$ cat src/rtl/scan_sram_loader.sv
// -----------------------------------------------------------------------------
// scan_sram_loader
//   Collects serial scan frames (LANES bits per capture strobe) into a frame
//   register and, when scan enable falls, validates the frame. A valid frame
//   is pushed as {addr,data} into a small write FIFO that drives an SRAM
//   write handshake. A frame whose data and address are all ones ends
//   initialisation: init_done sticks high and all later scan activity is
//   ignored until reset.
//
//   Frame layout, serial order: data LSB-first, address LSB-first, marker (1).
//
// Ports
//   CLK        clock, all state on the rising edge
//   RESET      asynchronous active-high reset
//   scanIn     scan data, bit 0 is the earliest bit of each group
//   SC_STB     one-cycle capture strobe
//   SC_EN      scan enable, a 1->0 transition commits the frame
//   scanOut    frame register LSBs (chain pass-through)
//   wr_valid   FIFO not empty
//   wr_ready   SRAM accepts the head entry
//   wr_addr    head entry address
//   wr_data    head entry data
//   init_done  sticky end-of-init flag
//   frame_err  one-cycle pulse per rejected or dropped frame
//   frame_cnt  saturating count of frames pushed into the FIFO
// -----------------------------------------------------------------------------
module scan_sram_loader #(
    parameter int DATA_W     = 32,
    parameter int ADDR_W     = 8,
    parameter int LANES      = 1,
    parameter int FIFO_DEPTH = 2
) (
    input  logic              CLK,
    input  logic              RESET,
    input  logic [LANES-1:0]  scanIn,
    input  logic              SC_STB,
    input  logic              SC_EN,
    output logic [LANES-1:0]  scanOut,
    output logic              wr_valid,
    input  logic              wr_ready,
    output logic [ADDR_W-1:0] wr_addr,
    output logic [DATA_W-1:0] wr_data,
    output logic              init_done,
    output logic              frame_err,
    output logic [15:0]       frame_cnt
);

    localparam int FRAME_W = DATA_W + ADDR_W + 1;
    localparam int STROBES = FRAME_W / LANES;
    // Counter saturates above STROBES so over-long frames stay invalid.
    localparam int CNT_W   = $clog2(STROBES + 2);
    localparam int PTR_W   = (FIFO_DEPTH > 1) ? $clog2(FIFO_DEPTH) : 1;
    localparam int OCC_W   = $clog2(FIFO_DEPTH + 1);

    if ((FRAME_W % LANES) != 0) begin : g_bad_frame_width
        $error("scan_sram_loader: DATA_W+ADDR_W+1 must be a multiple of LANES");
    end
    if (LANES != 1 && LANES != 2 && LANES != 4 && LANES != 8) begin : g_bad_lanes
        $error("scan_sram_loader: LANES must be 1, 2, 4 or 8");
    end
    if (FIFO_DEPTH < 2 || (FIFO_DEPTH & (FIFO_DEPTH - 1)) != 0) begin : g_bad_depth
        $error("scan_sram_loader: FIFO_DEPTH must be a power of two >= 2");
    end

    logic [FRAME_W-1:0]        r_frame;
    logic [CNT_W-1:0]          r_cnt;
    logic                      r_en_d;
    logic                      r_init_done;
    logic                      r_err;
    logic [15:0]               r_frame_cnt;
    logic [FRAME_W-2:0]        r_mem [FIFO_DEPTH];
    logic [PTR_W-1:0]          r_wptr;
    logic [PTR_W-1:0]          r_rptr;
    logic [OCC_W-1:0]          r_occ;

    logic w_shift;
    logic w_commit;
    logic w_good;
    logic w_all_ones;
    logic w_full;
    logic w_pop;
    logic w_push_req;
    logic w_push;

    assign w_shift    = SC_STB & SC_EN & ~r_init_done;
    assign w_commit   = ~SC_EN & r_en_d & ~r_init_done;
    assign w_good     = (r_cnt == CNT_W'(STROBES)) & r_frame[FRAME_W-1];
    assign w_all_ones = &r_frame[FRAME_W-2:0];
    assign w_full     = (r_occ == OCC_W'(FIFO_DEPTH));
    assign w_pop      = wr_valid & wr_ready;
    assign w_push_req = w_commit & w_good & ~w_all_ones;
    // A pop in the commit cycle frees the slot the push needs.
    assign w_push     = w_push_req & (~w_full | w_pop);

    // Frame capture and commit detection
    always_ff @(posedge CLK or posedge RESET) begin
        if (RESET) begin
            r_frame <= '0;
            r_cnt   <= '0;
            r_en_d  <= 1'b0;
        end else begin
            r_en_d <= SC_EN;
            if (w_shift) begin
                r_frame <= {scanIn, r_frame[FRAME_W-1:LANES]};
                if (r_cnt != '1) begin
                    r_cnt <= r_cnt + CNT_W'(1);
                end
            end else if (w_commit) begin
                r_cnt <= '0;
            end
        end
    end

    // Commit outcome: error pulse, init flag, accepted-frame counter
    always_ff @(posedge CLK or posedge RESET) begin
        if (RESET) begin
            r_init_done <= 1'b0;
            r_err       <= 1'b0;
            r_frame_cnt <= '0;
        end else begin
            r_err <= w_commit & (~w_good | (w_push_req & w_full & ~w_pop));
            if (w_commit & w_good & w_all_ones) begin
                r_init_done <= 1'b1;
            end
            if (w_push && r_frame_cnt != 16'hFFFF) begin
                r_frame_cnt <= r_frame_cnt + 16'd1;
            end
        end
    end

    // Write FIFO
    always_ff @(posedge CLK or posedge RESET) begin
        if (RESET) begin
            for (int unsigned i = 0; i < FIFO_DEPTH; i++) begin
                r_mem[i] <= '0;
            end
            r_wptr <= '0;
            r_rptr <= '0;
            r_occ  <= '0;
        end else begin
            if (w_push) begin
                r_mem[r_wptr] <= r_frame[FRAME_W-2:0];
                r_wptr        <= r_wptr + PTR_W'(1);
            end
            if (w_pop) begin
                r_rptr <= r_rptr + PTR_W'(1);
            end
            case ({w_push, w_pop})
                2'b10:   r_occ <= r_occ + OCC_W'(1);
                2'b01:   r_occ <= r_occ - OCC_W'(1);
                default: ;
            endcase
        end
    end

    assign scanOut   = r_frame[LANES-1:0];
    assign wr_valid  = (r_occ != '0);
    assign wr_data   = r_mem[r_rptr][DATA_W-1:0];
    assign wr_addr   = r_mem[r_rptr][FRAME_W-2:DATA_W];
    assign init_done = r_init_done;
    assign frame_err = r_err;
    assign frame_cnt = r_frame_cnt;

endmodule

$ cat config.mk
export PLATFORM = sky130hd
export DESIGN_NAME = scan_sram_loader
export DESIGN_NICKNAME = d
export VERILOG_FILES = /design/src/rtl/scan_sram_loader.sv
export SDC_FILE = /design/constraint.sdc
export NUM_CORES = 1
export LEC_CHECK = 0
export CELL_PAD_IN_SITES_DETAIL_PLACEMENT = 1
export CELL_PAD_IN_SITES_GLOBAL_PLACEMENT = 2
export CORE_UTILIZATION = 36
export CTS_CLUSTER_DIAMETER = 60
export DETAILED_ROUTE_END_ITERATION = 8
export GPL_ROUTABILITY_DRIVEN = 0
export PLACE_DENSITY_LB_ADDON = 0.1
export SYNTH_ARGS = -nofsm -noshare
export SYNTH_HDL_FRONTEND = slang
export SYNTH_SLANG_ARGS = --single-unit
$ cat constraint.sdc
create_clock -name CLK -period 5 [get_ports CLK]
set_input_delay 1 -clock CLK [delete_from_list [all_inputs] [get_ports CLK]]
set_output_delay 1 -clock CLK [all_outputs]
set_load 0.01 [all_outputs]
==> flow_summary_export.csv <==
group,metric,value,unit
sta,hold_viol_final,0,
power,p_sw,0.623,mW
route,first_pass_iters,4,
run,max_cap_violations,0,
synthesis,synth-edff-count,0,
route,routed_wl,13500,µm
global_route,track_usage,16.0,%
cts,post_cts_buffers,0,
sta,max_freq,0.292,GHz
floorplanning,die_h,137,µm
synthesis,synth_top_area_share,57.2,%
synthesis,synth_common_cells,"161 x mux2_2, 150 x dfrtp_1, 18 x nand4_1, 18 x xnor2_1, 17 x nand3_1",
global_route,grt_pass1_wl,22600,µm
power,p_int,2.14,mW
synthesis,synth_cell_type_count,39,
setup_path,rr_worst_depth,6,
cts,clock_sinks,150,
worst_hold_path,hp-class,"flop to flop",
final_layout,nNetsFinal,541,
power,clockPowerShare,46.7,%
cts,cts_tree,"yes",
cts,root_buffer,"clkbuf_16",
sta,finalCriticalPeriod,3420,ps
power,p_seq_share,49.1,%
place,hpwlAfterDp,8590,µm
power,combPwrFrac,4.2,%
final_layout,layout-area-overhead-vs-synth,22.6,%
cts,cts_htree_levels,4,
setup_path,cp.required,4000,ps
setup_path,criticalPathCategory,"flop to output pin",
synthesis,syn-num-nets,472,
final_layout,multi_input_area,2680,µm²
route,drc,0,
sta,setup_tns,0,ps
synthesis,synth.most_common_cell,"mux2_2",
route,vias,3913,
synthesis,synthAdderAreaFrac,0.763,%
global_route,use_met3,4.41,%
floorplanning,core-area,17500,µm²
worst_hold_path,hp-start,"r_occ[1]",
synthesis,synth_top_family_by_area,"multiplexers",
global_route,first_global_vias,4240,
sta,tightest_slew,1070,ps
global_route,grt_max_degree,65,
cts,cts_made_buffers,17,
place,placed_area,7440,µm²
global_route,grt_use_met2,26.0,%
cts,ctsHoldBuffers,0,
global_route,grt.busiest_layer,"met2",
synthesis,synth_flop_cell,"dfrtp_1",
global_route,gr-usage-met1,19.9,%
sta,setup_viol,0,
synthesis,async_flop_share,100,%
power,vdd_drop_max,0.268,mV
setup_path,arrival,2420,ps
power,p_leak,3.75,nW
setup_path,critPathLaunch,"r_rptr",
synthesis,synth.cell_area,6560,µm²
setup_path,r2r_start,"r_frame[24]",
floorplanning,initial_core_util,37.4,%
synthesis,synth-simple-area-share,7.92,%
final_layout,diodes,0,
synthesis,synth_mux_area_share,28.0,%
cts,cts_resized,0,
cts,path_clk_slew,50,ps
synthesis,synth_compound_area_share,1.41,%
final_layout,drive_gt1_share,38.1,%
worst_hold_path,hold_end,"r_occ[1]",
route,drtIter0Drc,94,
setup_path,start_kind,"flop",
global_route,antenna_found_initial,0,
route,vias_per_cell,5.09,
power,power.density,343,nW/µm²
sta,rsz0062_at_grt,"false",
final_layout,design_area,8040,µm²
floorplanning,rows,48,
sta,clock_skew,11.9,ps
synthesis,syn_area_per_cell,14.2,µm²
route,antenna_left,0,
route,wl_per_cell,17.5,µm
synthesis,yosysSeqAreaShare,57.2,%
global_route,grt_overflow,0,
synthesis,ys_ff_latch,150,
floorplanning,io_pins,66,
synthesis,yosysTopAreaCell,"dfrtp_1",
place,portBuffers,65,
worst_hold_path,whs_path_depth,1,
status,outcome,"finished, final reports clean",
final_layout,fillerInstances,1763,
setup_path,crit_fanout,41,
cts,clk_path_buf_depth,2,
setup_path,end_kind,"output pin",
floorplanning,die_x,137,µm
synthesis,yosys_warnings,0,
sta,slew_headroom,28.4,%
sta,timing.final.crit_share,68.4,%
synthesis,synthTopCellsByArea,"dfrtp_1 57%, mux2_2 28%, xnor2_1 2.4%",
final_layout,seqCellArea,3750,µm²
synthesis,netlist_instances,462,
synthesis,synth_xor_area_share,2.80,%
cts,clk_latency,420,ps
setup_path,r2r-end,"r_mem[18]",
sta,finalMaxSlewViolations,0,
setup_path,r2r_setup_slack,1920,ps
floorplanning,die_area,18800,µm²
power,p_sw_share,22.6,%
## registers in the layout, summed over array words and instances (netlist names)
register and flops:
init_done 1, r_wptr 1, r_rptr 1, r_frame 41
frame_err 1, r_en_d 1, r_mem 80, frame_cnt 16
r_occ 2, r_cnt 6
## final cells by class
type / instances / share of cell area, %
inverter: 2 / 0.140
multi-input combinational: 288 / 33.3
clock buffer: 20 / 5.55
timing repair buffer: 72 / 8.90
clock inverter: 12 / 1.90
sequential: 150 / 46.7
tap: 225 / 3.50
## kinds of logic (layout without fill, tap and decap cells)
logic type	Yosys count	count (layout)
multiplexers	163	163
flip-flops	150	150
AND/OR/NAND/NOR	86	86
buffers and inverters	24	106
XOR/XNOR	21	21
AO/OA/AOI/OAI	14	14
adder cells (fa/ha/maj)	4	4
## per-layer routing
| layer | up-vias | wire (µm) |
|---|---|---|
| met4 | 0 | 157 |
| met2 | 56 | 6700 |
| met5 | - | 0 |
| met3 | 14 | 551 |
| met1 | 2022 | 6060 |
| li1 | 1821 | - |
## cell usage in the layout, fill, tap and decap left out, drive strengths merged, types with 7 or more instances in the layout
master and instances:
mux2 163, dfrtp 150, clkdlybuf4s50 65, clkbuf 20
nand4 19, xnor2 18, nand3 17, nand2 10
nor3 8, nor2 7, and3 7, buf 7
clkinv 7
## worst max-delay path by stage
stage	endpoint	slack [ps]	depth (start not counted)
final	wr_addr[5]	1580	2
after global routing	wr_addr[6]	1410	2
after CTS	wr_addr[5]	1480	2
after detailed placement	r_mem[79]	1520	6
after global placement	r_mem[64]	1580	6
after floorplan	frame_cnt[0]	2110	1
## critical path: stages, from the launching register on
cell,delay [ps]
dfrtp_2,1070
mux2_2,420
clkdlybuf4s50_1,510
## per-stage QoR
step | power (mW) | hold slack [ps] | instances | setup WS, ps | util, %
finish | 2.76 | 493 | 769 | 1580 | 45.9
global route | 2.89 | 517 | 769 | 1410 | 45.9
CTS | 2.81 | 503 | 769 | 1480 | 45.9
detailed placement | 1.50 | 490 | 737 | 1520 | 42.5
global placement | 1.49 | 467 | 737 | 1580 | 42.5
floorplan | 1.44 | 454 | 462 | 2110 | -
## power groups by stage
stage | clock, mW | combinational, mW | sequential, mW
floorplan | 0 | 0.0929 | 1.35
global route | 1.39 | 0.131 | 1.37
detailed placement | 0 | 0.121 | 1.38
CTS | 1.33 | 0.122 | 1.36
finish | 1.29 | 0.117 | 1.35
global placement | 0 | 0.115 | 1.37
Power figures use the tool's default switching activity.
